<file path="config.mk">
export PLATFORM = sky130hd
export DESIGN_NAME = fetch
export DESIGN_NICKNAME = d
export VERILOG_FILES = /design/src/rtl/fetch.sv
export SDC_FILE = /design/constraint.sdc
export NUM_CORES = 1
export LEC_CHECK = 0
export ABC_AREA = 1
export CORE_ASPECT_RATIO = 0.5
export CORE_UTILIZATION = 50
export DETAILED_ROUTE_END_ITERATION = 7
export PLACE_DENSITY = 0.83
export SYNTH_ARGS = -nofsm -noshare
export SYNTH_HDL_FRONTEND = slang
export SYNTH_SLANG_ARGS = --single-unit
export TNS_END_PERCENT = 100
</file>
<file path="constraint.sdc">
create_clock -name clk_i -period 4.8 [get_ports clk_i]
set_clock_uncertainty 0.05 [all_clocks]
set_input_delay 0.96 -clock clk_i [delete_from_list [all_inputs] [get_ports clk_i]]
set_output_delay 0.96 -clock clk_i [all_outputs]
set_load 0.1 [all_outputs]
</file>
<file path="src/rtl/fetch.sv">
// Instruction fetch unit: one current word plus an optional sequential prefetch entry,
// fed from a request/grant/response memory port with at most one request outstanding.
module fetch #(
  parameter bit PREFETCH_EN = 1'b1
) (
  input  logic        clk_i,
  input  logic        reset_i,
  input  logic [31:0] pc_i,
  output logic        inst_valid_o,
  output logic [31:0] inst_o,
  output logic        mem_req_o,
  output logic [31:0] mem_addr_o,
  input  logic        mem_gnt_i,
  input  logic        mem_rvalid_i,
  input  logic [31:0] mem_rdata_i,
  input  logic        mem_err_i,
  output logic        fault_o
);

  typedef enum logic [1:0] {StIdle, StReq, StWait} state_e;

  state_e      state_q, state_d;
  logic [31:0] cur_addr_q, cur_addr_d;
  logic [31:0] cur_data_q, cur_data_d;
  logic        cur_valid_q, cur_valid_d;
  logic [31:0] pf_addr_q, pf_addr_d;
  logic [31:0] pf_data_q, pf_data_d;
  logic        pf_valid_q, pf_valid_d;
  logic        fault_q, fault_d;
  // Destination of the outstanding request: 1 = prefetch entry, 0 = current entry.
  logic        tgt_pf_q, tgt_pf_d;
  logic [31:0] req_addr_q, req_addr_d;

  logic cur_hit;
  logic pf_hit;

  assign cur_hit = cur_valid_q && (cur_addr_q == pc_i);
  assign pf_hit  = PREFETCH_EN && pf_valid_q && (pf_addr_q == pc_i);

  always_comb begin
    state_d     = state_q;
    cur_addr_d  = cur_addr_q;
    cur_data_d  = cur_data_q;
    cur_valid_d = cur_valid_q;
    pf_addr_d   = pf_addr_q;
    pf_data_d   = pf_data_q;
    pf_valid_d  = pf_valid_q;
    fault_d     = fault_q;
    tgt_pf_d    = tgt_pf_q;
    req_addr_d  = req_addr_q;

    unique case (state_q)
      StIdle: begin
        // A set fault freezes the unit until reset.
        if (!fault_q) begin
          if (!cur_hit) begin
            if (pf_hit) begin
              cur_addr_d  = pf_addr_q;
              cur_data_d  = pf_data_q;
              cur_valid_d = 1'b1;
              pf_valid_d  = 1'b0;
            end else if (pc_i[1:0] != 2'b00) begin
              fault_d = 1'b1;
            end else begin
              cur_valid_d = 1'b0;
              pf_valid_d  = 1'b0;
              tgt_pf_d    = 1'b0;
              req_addr_d  = pc_i;
              state_d     = StReq;
            end
          end else if (PREFETCH_EN && !pf_valid_q) begin
            tgt_pf_d   = 1'b1;
            req_addr_d = cur_addr_q + 32'd4;
            state_d    = StReq;
          end
        end
      end

      StReq: begin
        if (mem_gnt_i) begin
          state_d = StWait;
        end
      end

      StWait: begin
        if (mem_rvalid_i) begin
          state_d = StIdle;
          if (!mem_err_i) begin
            // Stale data is still written; the pc compare hides it.
            if (!fault_q) begin
              if (tgt_pf_q) begin
                pf_addr_d  = req_addr_q;
                pf_data_d  = mem_rdata_i;
                pf_valid_d = 1'b1;
              end else begin
                cur_addr_d  = req_addr_q;
                cur_data_d  = mem_rdata_i;
                cur_valid_d = 1'b1;
              end
            end
          end else if (!tgt_pf_q) begin
            fault_d = 1'b1;
          end
        end
      end

      default: begin
        state_d = StIdle;
      end
    endcase
  end

  always_ff @(posedge clk_i) begin
    if (reset_i) begin
      state_q     <= StIdle;
      cur_addr_q  <= '0;
      cur_data_q  <= '0;
      cur_valid_q <= 1'b0;
      pf_addr_q   <= '0;
      pf_data_q   <= '0;
      pf_valid_q  <= 1'b0;
      fault_q     <= 1'b0;
      tgt_pf_q    <= 1'b0;
      req_addr_q  <= '0;
    end else begin
      state_q     <= state_d;
      cur_addr_q  <= cur_addr_d;
      cur_data_q  <= cur_data_d;
      cur_valid_q <= cur_valid_d;
      pf_addr_q   <= pf_addr_d;
      pf_data_q   <= pf_data_d;
      pf_valid_q  <= pf_valid_d;
      fault_q     <= fault_d;
      tgt_pf_q    <= tgt_pf_d;
      req_addr_q  <= req_addr_d;
    end
  end

  assign inst_valid_o = cur_hit && !fault_q;
  assign inst_o       = cur_data_q;
  assign mem_req_o    = (state_q == StReq);
  assign mem_addr_o   = req_addr_q;
  assign fault_o      = fault_q;

endmodule

</file>
Word level (Yosys, flattened, before mapping)
Index checks and enable logic that the tools add are counted.
W data, S select, Z words.
{"block": "totals", "ff_bits": 166, "inputBits": 69, "out_inout_bits": 67, "word_cells": 103}
{"block": "op_classes", "n_addsub": 1, "eq_ne": 21, "muxes": 55, "n_bitwise": 2, "n_reduce_logical": 14}
{"operator": "$mux W32", "count": 18}
{"operator": "$pmux W32 S2", "count": 2}
{"operator": "$eq A32 B32 Y1", "count": 2}
{"operator": "$add A32 B3 Y32 const B", "count": 1}
{"operator": "$mux W1", "count": 24}
{"operator": "$ne A2 B2 Y1 const B", "count": 12}
{"operator": "$reduce_and A8 Y1", "count": 3}
{"operator": "$mux W2", "count": 7}
{"operator": "$ne A3 B3 Y1 const B", "count": 4}
{"operator": "$reduce_and A5 Y1", "count": 2}
{"operator": "$pmux W1 S2", "count": 3}
{"operator": "$pmux W2 S3", "count": 1}
{"operator": "$reduce_and A6 Y1", "count": 1}
{"operator": "$reduce_and A4 Y1", "count": 1}
{"operator": "$reduce_bool A2 Y1", "count": 2}
{"operator": "$logic_and A1 B1 Y1", "count": 3}
{"operator": "$eq A2 B1 Y1 const B", "count": 1}
{"operator": "$eq A2 B2 Y1 const B", "count": 1}
{"operator": "$logic_not A2 Y1", "count": 1}
{"operator": "$ne A2 B1 Y1 const B", "count": 1}
{"operator": "$not A1 Y1", "count": 2}
{"operator": "$logic_not A1 Y1", "count": 1}

Depth between registers and ports, before layout
{"block": "depth", "word_depth": 6, "depth_mapped": 16, "depth_no_buf": 15}

Worst setup path before layout
Ideal clock, no wire load.
{"block": "synth_timing", "path_kind": "input to output", "start": "input pc_i[26]", "end": "output inst_valid_o", "arrival_ns": 3.110, "setup_slack_ns": 0.680, "path_stages": 8, "path_buffers": 1, "cell_sequence": "xnor2_1 -> nand2_1 -> nor2_1 -> nand2_1 -> nor2_1 -> nand3_2 -> clkbuf_1 -> nor2_1"}
{"block": "synth_via", "elab_chain_cells": 3}
{"element": "from (decl)", "line": "8", "text": "input logic [31:0] pc_i,"}
{"element": "$eq A32 B32 Y1", "line": "37", "text": "assign cur_hit = cur_valid_q && (cur_addr_q == pc_i);"}
{"element": "$logic_and A1 B1 Y1", "line": "37"}
{"element": "$logic_and A1 B1 Y1", "line": "139", "text": "assign inst_valid_o = cur_hit && !fault_q;"}
{"element": "to (decl)", "line": "9", "text": "output logic inst_valid_o,"}
Every way passes these cells.

Final worst setup path
{"block": "layout_timing", "start": "input pc_i[0]", "end": "output inst_valid_o"}
The elaborated chain is that of the path after synthesis.

==> out/metrics.csv <==
stage,metric,value,unit
sta,minimum clock period,4.01,ns
drt,vias per cell,5.39,
min_path,min-delay worst type,reg2reg,
placed_design,RD Place Congestion,1.07,
global_route,first-pass GRT wire length,50800,um
cells_and_area,cell area after layout,0.0116,mm^2
critical_path,CP endpoint kind,primary output,
clock_tree,CTS tree,done,
logic_synthesis,Synth Instances,1587,
floorplan,FP Rows,35,
power,Static Leak,5.18,nW
run,maxcap violations,0,
drt,# DRC,0,
drt,ANT nets after route,0,
sta,worst slew pin tran,1.08,ns
logic_synthesis,Syn Std Cell Area,0.00953,mm^2
global_route,vias in the first global route,9249,
logic_synthesis,Syn Nets,1657,
floorplan,Core Region,0.0185,mm^2
drt,drt total wl,32200,um
floorplan,Vert. Die Dim,99.6,um
sta,FMAX,0.249,GHz
critical_path,flop2flop setup slack,1.47,ns
clock_tree,Max clock buf depth,2,
cells_and_area,"commonest cells after routing, fill and taps aside","nand2_1, nor2_1, dfxtp_1",
cells_and_area,Final nets,1748,
placed_design,PortBufs,135,
cells_and_area,"most common cell after layout, fill and taps aside",nand2_1,
critical_path,startpoint types,primary input,
global_route,gr usage total,33.1,%
clock_tree,CTS Buf Count,17,
drt,first drt pass iteration count,6,
sta,max-slew violations,0,
placed_design,Final HPWL DP,23000,um
cells_and_area,antenna cell count,0,
floorplan,Ports,136,
sta,WHS,0.415,ns
placed_design,post-place instance area,0.0110,mm^2
power,Design Power,3.52,mW
clock_tree,Clock Sinks,166,
critical_path,crit-path cells,clkdlybuf4s50_1 -> inv_2 -> nand2_1 -> nand2_1 -> inv_1 -> nand2_1 -> nor2_1 -> nand2_1 -> nor2_1 -> nand3_2 -> nor2_1 -> buf_12,
clock_tree,Worst-path clk slew,0.07,ns
clock_tree,CTS Root Cell,clkbuf_16,
cells_and_area,synthesis-to-finish area growth,22.2,%
logic_synthesis,sequential share of the synthesized area,34.9,%
critical_path,crit-path most repeated cell,nand2_1,
drt,WL per Instance,16.5,um
logic_synthesis,"Distinct cells, synth",31,
global_route,gr ovfl total,0,
floorplan,Die Area,0.0196,mm^2
cells_and_area,share of post-route cells with drive strength above 1,4.32,%
floorplan,Die W,197,um
sta,total negative slack,0,ns
drt,First DRT Iteration DRCs,1045,
logic_synthesis,#FFs+latches synth,166,
clock_tree,H-tree depth,4,
drt,detailed-route via count,10517,
sta,RSZ-0062 raised after global routing,false,
clock_tree,postcts setup bufs,0,
critical_path,Worst EP arrival,3.00,ns
floorplan,initial core utilization,51.4,%
clock_tree,PostCTS Resize Cnt,0,
sta,period utilisation layout,83.6,%
cells_and_area,final core occ,62.8,%
run_status,outcome,completed,
cells_and_area,filler instances,1786,
clock_tree,cts hold-fix bufs,0,
power,PD cells,303,mW/mm^2
logic_synthesis,Mean Syn Cell Area,6.00,um^2
critical_path,Crit path largest cell delay,0.58,ns
critical_path,cell family with most CP delay,simple AND/OR/NAND/NOR gates,
sta,Slew Limit Headroom,27.8,%
sta,final setup fails,0,
global_route,largest net degree at the start of global routing,95,
critical_path,CP max stage cell,clkdlybuf4s50_1,
global_route,initial antenna violation count,0,
logic_synthesis,Synthesis Warnings,0,
power,VDD IR max,0.234,mV
critical_path,buffers plus inverters on the worst setup path,4,
critical_path,Crit Path Category,in2out,
critical_path,worst-path fanout max,5,
clock_tree,Skew-Pair Late Insertion Delay,0.44,ns
sta,Hold Fails Final Rpt,0,
critical_path,Critical Path RT,3.79,ns
power by group:
group | leakage [nW] | internal (mW) | switching, mW
clock | 0.299 | 0.812 | 0.642
combinational | 3.54 | 0.185 | 0.419
sequential | 1.34 | 1.42 | 0.0444
total | 5.18 | 2.42 | 1.11
metrics by stage:
stage,std cells,setup WS (ns)
2_1_floorplan,1587,0.680
3_3_place_gp,1918,0.501
3_5_place_dp,1918,0.449
4_1_cts,1950,0.838
5_1_grt,1950,0.632
6_report,1950,0.788
layer usage:
layer	wire [um]	GRT usage (%)	up-vias
met1	15100	49.9	4792
met2	13400	48.8	499
li1	-	-	5181
met3	3280	5.97	45
met4	428	6.26	0
met5	0	0	-
layout make-up:
type	instances	area (um^2)	area share [%]
Timing Repair Buffer	153	1530	13.1
Tap cell	259	324	2.78
Clock inverter	13	165	1.42
Inverter	145	546	4.69
Multi-Input combinational cell	1195	5300	45.5
Clock buffer	19	453	3.89
Sequential cell	166	3320	28.6
synthesized netlist by cell type:
library cell / number / share of area, %
nand2_1: 543 / 21
nor2_1: 248 / 9.8
dfxtp_1: 166 / 35
inv_1: 136 / 5.4
o21ai_0: 114 / 6.0
a21oi_1: 96 / 5.0
nand3_1: 63 / 3.3
nand4_1: 54 / 3.5
clkbuf_1: 48 / 1.9
buf_2: 25 / 1.3
xor2_1: 23 / 2.1
nor3_1: 21 / 1.1
xnor2_1: 12 / 1.1
inv_2: 9 / 0.35
buf_6: 7 / 0.83
and2_1: 4 / 0.26
a31oi_1: 2 / 0.13
nand3_2: 2 / 0.21
nand3_4: 2 / 0.37
and3_1: 1 / 0.066
buf_1: 1 / 0.039
ha_1: 1 / 0.13
nand2_2: 1 / 0.066
nand3b_1: 1 / 0.079
nor2_4: 1 / 0.12
nor3_2: 1 / 0.11
nor3b_1: 1 / 0.079
o2111ai_1: 1 / 0.092
o211a_1: 1 / 0.11
or2_0: 1 / 0.066
or2_2: 1 / 0.066
tightest hold or removal path: cells and delay by family (launching register included):
kind	cells	cell delay (ns)
flip-flops	1	0.31
AO/OA/AOI/OAI	1	0.05
AND/OR/NAND/NOR	1	0.06
final timing paths:
| kind | startpoint | to | cells after the start |
|---|---|---|---|
| worst max-delay path | pc_i[0] | inst_valid_o | 12 |
| worst min-delay path | inst_o[6] | inst_o[6] | 2 |
| worst max register to register | cur_addr_q[5] | pf_data_q[19] | 11 |
| worst min register to register | inst_o[6] | inst_o[6] | 2 |
kinds of logic after synthesis:
logic type               after synthesis  share of synthesized area [%]
AND/OR/NAND/NOR                      945                           40.6
adder cells (fa/ha/maj)                1                          0.131
XOR/XNOR                              35                           3.22
buffers and inverters                226                           9.79
AO/OA/AOI/OAI                        214                           11.4
flip-flops                           166                           34.9
sequential cells by signal (all words and copies together) (netlist names):
register,count
cur_valid_q,1
state_q,2
mem_addr_o,32
inst_o,32
pf_valid_q,1
tgt_pf_q,1
pf_addr_q,32
cur_addr_q,32
pf_data_q,32
fault_o,1
No activity file was read; power rests on OpenSTA's default activity.
